[src/rtl/airi5c_round_pack.sv]
// Two-stage round-and-pack for the FPU: S1 picks the rounding increment and adds it,
// S2 fixes up carry/subnormal promotion, detects overflow, applies specials and packs the IEEE word.
module airi5c_round_pack #(
  parameter int unsigned EXP_W = 8,
  parameter int unsigned MAN_W = 23
) (
  input  logic               i_clk,
  input  logic               i_n_reset,
  input  logic               i_flush,
  input  logic               i_in_valid,
  output logic               o_in_ready,
  input  logic [2:0]         i_rm,
  input  logic               i_sgn,
  input  logic [EXP_W:0]     i_exp_in,
  input  logic [MAN_W:0]     i_man_in,
  input  logic               i_round_bit,
  input  logic               i_sticky_bit,
  input  logic               i_is_nan,
  input  logic               i_is_inf,
  input  logic               i_nv_in,
  input  logic               i_dz_in,
  output logic               o_out_valid,
  input  logic               i_out_ready,
  output logic [EXP_W+MAN_W:0] o_result,
  output logic [4:0]         o_fflags,
  output logic               o_rm_invalid
);

  localparam int unsigned W     = EXP_W + MAN_W + 1;
  localparam int unsigned SUM_W = MAN_W + 2;
  localparam int unsigned EW2   = EXP_W + 2;

  localparam logic [2:0] RM_RNE = 3'b000;
  localparam logic [2:0] RM_RTZ = 3'b001;
  localparam logic [2:0] RM_RDN = 3'b010;
  localparam logic [2:0] RM_RUP = 3'b011;
  localparam logic [2:0] RM_RMM = 3'b100;

  localparam logic [EW2-1:0]   EXP_OVF  = EW2'((1 << EXP_W) - 1);
  localparam logic [EXP_W-1:0] EXP_ONES = '1;
  localparam logic [EXP_W-1:0] EXP_MAXF = {{(EXP_W-1){1'b1}}, 1'b0};
  localparam logic [MAN_W-1:0] FRAC_ONES = '1;
  localparam logic [MAN_W-1:0] FRAC_ZERO = '0;
  localparam logic [MAN_W-1:0] FRAC_QNAN = {1'b1, {(MAN_W-1){1'b0}}};

  logic                 w_s1_adv, w_s2_adv;
  logic                 w_inc, w_rm_inv;
  logic [SUM_W-1:0]     w_sum;

  logic                 r_s1_v, r_s1_c, r_s1_sgn, r_s1_nan, r_s1_inf;
  logic                 r_s1_nv, r_s1_dz, r_s1_nx, r_s1_rmi;
  logic [2:0]           r_s1_rm;
  logic [MAN_W:0]       r_s1_m;
  logic [EXP_W:0]       r_s1_exp;

  logic [EW2-1:0]       w_exp_fix;
  logic [MAN_W:0]       w_sig;
  logic                 w_ovf, w_ovf_inf;
  logic [W-1:0]         w_result;
  logic [4:0]           w_fflags;

  logic                 r_s2_v, r_rm_invalid;
  logic [W-1:0]         r_result;
  logic [4:0]           r_fflags;

  // Elastic handshake: a stage advances when it is empty or its consumer takes its entry.
  assign w_s2_adv   = !r_s2_v || i_out_ready;
  assign w_s1_adv   = !r_s1_v || w_s2_adv;
  assign o_in_ready = w_s1_adv;

  always_comb begin
    w_inc    = 1'b0;
    w_rm_inv = 1'b0;
    case (i_rm)
      RM_RNE:  w_inc = i_round_bit && (i_sticky_bit || i_man_in[0]);
      RM_RTZ:  w_inc = 1'b0;
      RM_RDN:  w_inc = (i_round_bit || i_sticky_bit) && i_sgn;
      RM_RUP:  w_inc = (i_round_bit || i_sticky_bit) && !i_sgn;
      RM_RMM:  w_inc = i_round_bit;
      default: w_rm_inv = 1'b1;
    endcase
  end

  assign w_sum = {1'b0, i_man_in} + SUM_W'(w_inc);

  always_ff @(posedge i_clk or negedge i_n_reset) begin
    if (!i_n_reset) begin
      r_s1_v   <= 1'b0;
      r_s1_c   <= 1'b0;
      r_s1_m   <= '0;
      r_s1_exp <= '0;
      r_s1_sgn <= 1'b0;
      r_s1_rm  <= '0;
      r_s1_nan <= 1'b0;
      r_s1_inf <= 1'b0;
      r_s1_nv  <= 1'b0;
      r_s1_dz  <= 1'b0;
      r_s1_nx  <= 1'b0;
      r_s1_rmi <= 1'b0;
    end else begin
      if (i_flush)       r_s1_v <= 1'b0;
      else if (w_s1_adv) r_s1_v <= i_in_valid;
      if (w_s1_adv && i_in_valid) begin
        r_s1_c   <= w_sum[SUM_W-1];
        r_s1_m   <= w_sum[MAN_W:0];
        r_s1_exp <= i_exp_in;
        r_s1_sgn <= i_sgn;
        r_s1_rm  <= i_rm;
        r_s1_nan <= i_is_nan;
        r_s1_inf <= i_is_inf;
        r_s1_nv  <= i_nv_in;
        r_s1_dz  <= i_dz_in;
        r_s1_nx  <= i_round_bit || i_sticky_bit;
        r_s1_rmi <= w_rm_inv;
      end
    end
  end

  // Carry renormalises to 1.0 at exp+1; a subnormal whose hidden bit became 1 moves to exp 1.
  always_comb begin
    w_sig = r_s1_c ? {1'b1, FRAC_ZERO} : r_s1_m;
    if (r_s1_c)                                  w_exp_fix = EW2'(r_s1_exp) + EW2'(1);
    else if (r_s1_exp == '0 && r_s1_m[MAN_W])    w_exp_fix = EW2'(1);
    else                                         w_exp_fix = EW2'(r_s1_exp);
    w_ovf     = (w_exp_fix >= EXP_OVF);
    w_ovf_inf = (r_s1_rm == RM_RNE) || (r_s1_rm == RM_RMM) ||
                (r_s1_rm == RM_RUP && !r_s1_sgn) || (r_s1_rm == RM_RDN && r_s1_sgn);
    w_result  = {r_s1_sgn, w_exp_fix[EXP_W-1:0], w_sig[MAN_W-1:0]};
    w_fflags  = {r_s1_nv, r_s1_dz, 1'b0, r_s1_nx && !w_sig[MAN_W], r_s1_nx};
    if (r_s1_nan) begin
      w_result = {1'b0, EXP_ONES, FRAC_QNAN};
      w_fflags = {r_s1_nv, 4'b0000};
    end else if (r_s1_inf) begin
      w_result = {r_s1_sgn, EXP_ONES, FRAC_ZERO};
      w_fflags = {r_s1_nv, r_s1_dz, 3'b000};
    end else if (w_ovf) begin
      w_result = w_ovf_inf ? {r_s1_sgn, EXP_ONES, FRAC_ZERO} : {r_s1_sgn, EXP_MAXF, FRAC_ONES};
      w_fflags = {r_s1_nv, r_s1_dz, 1'b1, 1'b0, 1'b1};
    end
  end

  always_ff @(posedge i_clk or negedge i_n_reset) begin
    if (!i_n_reset) begin
      r_s2_v       <= 1'b0;
      r_result     <= '0;
      r_fflags     <= '0;
      r_rm_invalid <= 1'b0;
    end else begin
      if (i_flush)       r_s2_v <= 1'b0;
      else if (w_s2_adv) r_s2_v <= r_s1_v;
      if (w_s2_adv && r_s1_v) begin
        r_result     <= w_result;
        r_fflags     <= w_fflags;
        r_rm_invalid <= r_s1_rmi;
      end
    end
  end

  assign o_out_valid  = r_s2_v;
  assign o_result     = r_result;
  assign o_fflags     = r_fflags;
  assign o_rm_invalid = r_rm_invalid;

endmodule

[config.mk]
export PLATFORM = sky130hd
export DESIGN_NAME = airi5c_round_pack
export DESIGN_NICKNAME = d
export VERILOG_FILES = /design/src/rtl/airi5c_round_pack.sv
export SDC_FILE = /design/constraint.sdc
export NUM_CORES = 1
export LEC_CHECK = 0
export BUFFER_PORTS_ARGS = -buffer_cell sky130_fd_sc_hd__buf_2
export CAP_MARGIN = 20
export CORE_UTILIZATION = 50
export CTS_BUF_LIST = sky130_fd_sc_hd__clkbuf_8
export DETAILED_ROUTE_END_ITERATION = 16
export HOLD_SLACK_MARGIN = 0.02
export PLACE_DENSITY = 0.72
export SLEW_MARGIN = 20
export SYNTH_ARGS = -nofsm -noshare
export SYNTH_HDL_FRONTEND = slang
export SYNTH_SLANG_ARGS = --single-unit
[constraint.sdc]
create_clock -name i_clk -period 4.6 [get_ports i_clk]
set_clock_uncertainty 0.15 [all_clocks]
set_input_delay 0.23 -clock i_clk [delete_from_list [all_inputs] [get_ports i_clk]]
set_output_delay 0.23 -clock i_clk [all_outputs]
set_load 0.01 [all_outputs]
==> Word level (Yosys, flattened, before mapping) <==
Cells that the tools add are included.
{ "word_totals": {"regBits": 84, "inputBits": 48, "output_inout_bits": 40, "wordCells": 69} }
{ "op_classes": {"add_sub_neg": 2, "order_cmp": 1, "eq_ne": 7, "mux": 16, "reduce_logical": 27} }
{ "ops": {"columns": ["cell", "count"], "rows": [
  ["$mux W31", 2],
  ["$mux W24", 2],
  ["$mux W32", 1],
  ["$add A24 B1 Y25", 1],
  ["$eq A3 B2 Y1 const B", 4],
  ["$add A9 B1 Y10 const B", 1],
  ["$ge A10 B8 Y1 const B", 1],
  ["$mux W10", 1],
  ["$logic_and A1 B1 Y1", 9],
  ["$logic_not A9 Y1", 1],
  ["$mux W9", 1],
  ["$logic_or A1 B1 Y1", 7],
  ["$eq A3 B3 Y1 const B", 2],
  ["$logic_not A3 Y1", 2],
  ["$mux W3", 2],
  ["$logic_not A1 Y1", 5],
  ["$mux W1", 5],
  ["$reduce_or A5 Y1", 1],
  ["$mux W4", 1],
  ["$pmux W1 S4", 1],
  ["$reduce_bool A2 Y1", 2],
  ["$eq A3 B1 Y1 const B", 1]
]} }

==> Logic depth before layout (Yosys ltp) <==
{ "depth": {"word_depth": 8, "mapped_depth": 11, "mapped_depth_nobuf": 11} }

==> Worst setup path before layout <==
OpenSTA, ideal clock, no wires.
{ "synth_path": {"path_kind": "in2reg", "from": "input port i_rm[1]", "to": "register r_s1_m[22]", "setup_ps": 133, "arrival_ps": 2168, "t_required_ps": 4317, "path_slack_ps": 2149, "cell_stages": 10, "path_buffers": 0, "cell_sequence": "inv_1 -> o41ai_1 -> ha_1 -> ha_1 -> nand3_1 -> nor4_1 -> nand3_1 -> nor2_1 -> xnor2_1 -> o21ai_0"} }
{ "synth_between": {"elab_chain_len": 3, "word_cells_on_any_way": 6, "cone_classes": "add/sub (1); eq/ne (3); mux (1); reduce/logical (1)"} }
{ "synth_lines": {"columns": ["item", "line_no", "text"], "rows": [
  ["start, declared", "12", "input logic [2:0] i_rm,"],
  ["$eq A3 B3 Y1, or another cell as far along", "74", "case (i_rm)"],
  ["$pmux W1 S4 (*)", "74", null],
  ["$add A24 B1 Y25 (*)", "84", "assign w_sum = {1'b0, i_man_in} + SUM_W'(w_inc);"],
  ["end signal, assigned", "105", "r_s1_m <= w_sum[MAN_W:0];"],
  ["end, declared", "53", "logic [MAN_W:0] r_s1_m;"]
]} }
Every way passes the cells marked *; elsewhere a longest branch is shown, timed or not.
A chain may end at the register's enable or synchronous reset.

==> Final worst setup path <==
{ "layout_path": {"from": "input port i_sgn", "to": "register r_s1_m[22]"} }
{ "layout_between": {"elab_chain_len": 4, "word_cells_on_any_way": 5, "cone_classes": "add/sub (1); mux (1); reduce/logical (3)"} }
{ "layout_lines": {"columns": ["item", "line_no", "text"], "rows": [
  ["start, declared", "13", "input logic i_sgn,"],
  ["$logic_not A1 Y1", "78", "RM_RUP: w_inc = (i_round_bit || i_sticky_bit) && !i_sgn;"],
  ["$logic_and A1 B1 Y1", "78", null],
  ["$pmux W1 S4 (*)", "74", null],
  ["$add A24 B1 Y25 (*)", "84", null]
]} }
Marks and branches as above.

==> results.md <==
* Initial antenna violation count at 0
* Layout cell share with drive strength beyond 1 at 28.7%
* Mean Syn Cell Area at 10.8 sq um
* Kind of critical path: input port to flop
* Hold_buf cts at 19
* Period utilisation layout at 71.3%
* Proportion of synthesized flip-flops having asynchronous set or reset at 100%
* Count of instances resized after the clock tree is built at 0
* FF-to-FF path depth at 7
* Sum of negative setup slack at 0 ns
* Critical-path cell list: dlygate4sd3_1 > buf_2 > xnor2_1 > o41ai_1 > ha_1 > ha_1 > nand3_1 > nor4_1 > nand3_1 > nor2_1 > xnor2_1 > o21ai_0
* Netlist Area Pre-Place at 4010 sq um
* Peak VDD IR at 0.000154 V
* Number of synthesized flops with an enable pin at 0
* Final hold vios at 0
* Die Height at 91.6 um
* Crit path time final at 3.28 ns
* RSZ-0062 raised after global routing: no
* Number of buffer and inverter stages on the critical path at 2
* Final Net Count at 519
* End-of-flow core utilization at 62.5%
* Num CTS Buffers at 9
* Cell family with most CP delay: simple AND/OR/NAND/NOR gates
* Routed wire length per instance at 15.4 um
* Worst Path Arrival at 3.31 ns
* Later-pin clock latency in the skew report at 0.34 ns
* Status: complete, no violations
* P_leak at 2.17 nW
* Die ar. at 8390 sq um
* Fmax at 0.305 GHz
* TritonCTS clock tree: built
* Number of max-slew violations in the final report at 0
* Placed wire-length estimate at 6030 um
* Max_cap viols at 0
* Cell taking the most area after synthesis: dfrtp_1
* Iteration-0 DRC Markers at 191
* Via count of the first global-routing pass at 3093
* Final Setup Violations at 0
* Clock sink count at 84
* Top area cells in the synthesized netlist: dfrtp_1, nand2_1, mux2_2
* Reg-to-reg endpoint: o_result[0]
* Max H-tree Level at 3
* Overall track demand over capacity in global routing at 22.7%
* Class of the most critical hold timing path: input port to flop
* Post-Route WL at 8800 um
* Power Density at 339 nW/um^2
* DRC violation count after routing at 0
* Worst Path Required at 4.63 ns
* Via density at 5.55
* Transition at the pin with the smallest max-transition slack at 1.02 ns
* Main flop type after synthesis: dfrtp_1
* Number of top-level design ports at 88
* Global placer's final weighted congestion at 0.848
* GRT overflow at 0
* Max Fanout on Critical Path at 4
* Warnings from Yosys at 0
* Largest net degree at the start of global routing at 85
* Core outline area at 7730 sq um
* Relative slew slack at 31.7%
* Worst hold path startpoint: i_rm[0]
* CP startpoint kind: input port
* Die width at 91.6 um
* Distinct cell type count after synthesis at 51
* Root buffer cell: clkbuf_8
* Share of the yosys chip area belonging to registers at 52.4%
* Register-to-Register Setup Slack at 1.62 ns
* Worst hold endpoint: r_s1_rm[0]
* Number of nets produced by synthesis at 422
* Post-Synthesis Cells at 370
* Clock-pin transition on the worst setup and hold timing paths at 0.08 ns
* Global-route wire length before repair at 15000 um
* TritonRoute pass-1 iters at 4
* Largest buffer count on any clock path at 2
* Area share of the largest cell type after synthesis at 52.4%
* Critical Path Slowest Stage Cell: nor4_1
* FF+latch count, synth at 84
* Placement Rows at 32
* Max stage delay on crit path at 0.67 ns
* Post-CTS Setup Inserts at 0
* Starting utilization of the core area at 51.9%
* Area growth from synthesis to layout at 20.3%
* R2R Path Start: r_s1_exp[1]
* Post-route ant nets at 0
* Endpoint type of the worst setup path: flop
* Antenna Diode Count at 0
* IO buf count at 87
* Hold-critical path depth at 2
* Detailed-route via count at 3182
-- cell usage after synthesis (2+ instances only) --
cell	instances
nand3_1	10
or3_1	2
nand2b_1	3
clkbuf_1	12
xor2_1	16
mux2_2	19
and3_1	3
ha_1	4
a221o_2	2
o22ai_1	2
o22a_1	4
nand2_1	61
inv_1	4
a221o_1	20
and4_1	3
nor2b_1	2
xnor2_1	13
buf_1	2
buf_6	4
a21oi_1	7
dfrtp_1	84
nand4_1	8
o21ai_0	28
a31oi_1	2
buf_4	3
nor3_1	6
nor2_1	21
nand3b_1	2
-- area by class of cell --
class | instances | area, sq um
fill | 647 | 2900
sequential | 84 | 2100
multi-input combinational | 259 | 1760
timing repair buffer | 109 | 654
clock buffer | 10 | 138
tap | 102 | 128
clock inverter | 5 | 30.0
inverter | 4 | 15.0
-- cells by family after synthesis --
kind of cell	Yosys count	share of synthesized area (%)
fa+ha+maj	4	1.25
flops	84	52.4
compound gates	77	15.0
buf+inv	27	3.83
simple gates	130	15.9
mux	19	5.33
xor+xnor	29	6.33
-- power by group --
group / internal, mW / total [mW] / switching (mW)
clock: 0.205 / 0.455 / 0.249
combinational: 0.143 / 0.294 / 0.151
sequential: 0.823 / 0.887 / 0.0638
total: 1.17 / 1.64 / 0.464
-- routing by layer --
metal	track usage [%]	part of all wire [%]
met4	5.69	1.2
met2	36.1	48
met3	5.95	5.3
met5	0	0
met1	30.9	46
-- state kept, by name, indices dropped and copies added (netlist names) --
| register | flops |
|---|---|
| o_out_valid | 1 |
| r_s1_m | 24 |
| r_s1_rmi | 1 |
| o_fflags | 5 |
| r_s1_nv | 1 |
| r_s1_v | 1 |
| r_s1_rm | 3 |
| o_rm_invalid | 1 |
| r_s1_nan | 1 |
| r_s1_sgn | 1 |
| r_s1_c | 1 |
| r_s1_inf | 1 |
| r_s1_nx | 1 |
| o_result | 32 |
| r_s1_dz | 1 |
| r_s1_exp | 9 |
-- metrics by stage --
stage          area, sq um  hold slack, ns  total power [mW]  std cells  worst slack [ns]
2_1_floorplan         4010          -0.216              1.06        370              2.15
5_1_grt               4830          0.0293              1.73        573              1.08
6_report              4830          0.0370              1.64        573              1.32
3_3_place_gp          4470           0.281              1.17        539              1.62
4_1_cts               4820          0.0256              1.65        573              1.32
3_5_place_dp          4470           0.291              1.18        539              1.51
-- worst register-to-register path, cell delays in order (launching register included) --
cell and delay [ns]:
dfrtp_1 0.53, ha_1 0.35, nand4_1 0.21, nor3_1 0.32, o32a_4 0.28, a21oi_4 0.06, nor3_4 0.78, a221o_2 0.24
-- layout by cell type (no fill, tap or decap), drive strengths merged, types with 5 or more instances in the layout --
| cell | n |
|---|---|
| nand2 | 61 |
| o21ai | 28 |
| clkbuf | 10 |
| xnor2 | 13 |
| dlygate4sd3 | 19 |
| inv | 5 |
| a221o | 22 |
| dfrtp | 84 |
| nand3 | 11 |
| nor2 | 21 |
| xor2 | 16 |
| nor3 | 7 |
| a21oi | 8 |
| nand4 | 8 |
| buf | 90 |
| mux2 | 19 |
-- how the worst max path moves through the flow --
stage | from | to | slack (ns) | depth (start not counted)
6_report | i_sgn | r_s1_m[22] | 1.32 | 12
5_1_grt | i_sgn | r_s1_m[22] | 1.08 | 12
4_1_cts | i_sgn | r_s1_m[22] | 1.32 | 12
3_5_place_dp | i_rm[0] | r_s1_m[22] | 1.51 | 11
3_3_place_gp | i_rm[0] | r_s1_m[22] | 1.62 | 11
2_1_floorplan | i_rm[1] | r_s1_m[22] | 2.15 | 10
(Power assumes the default switching activity.)
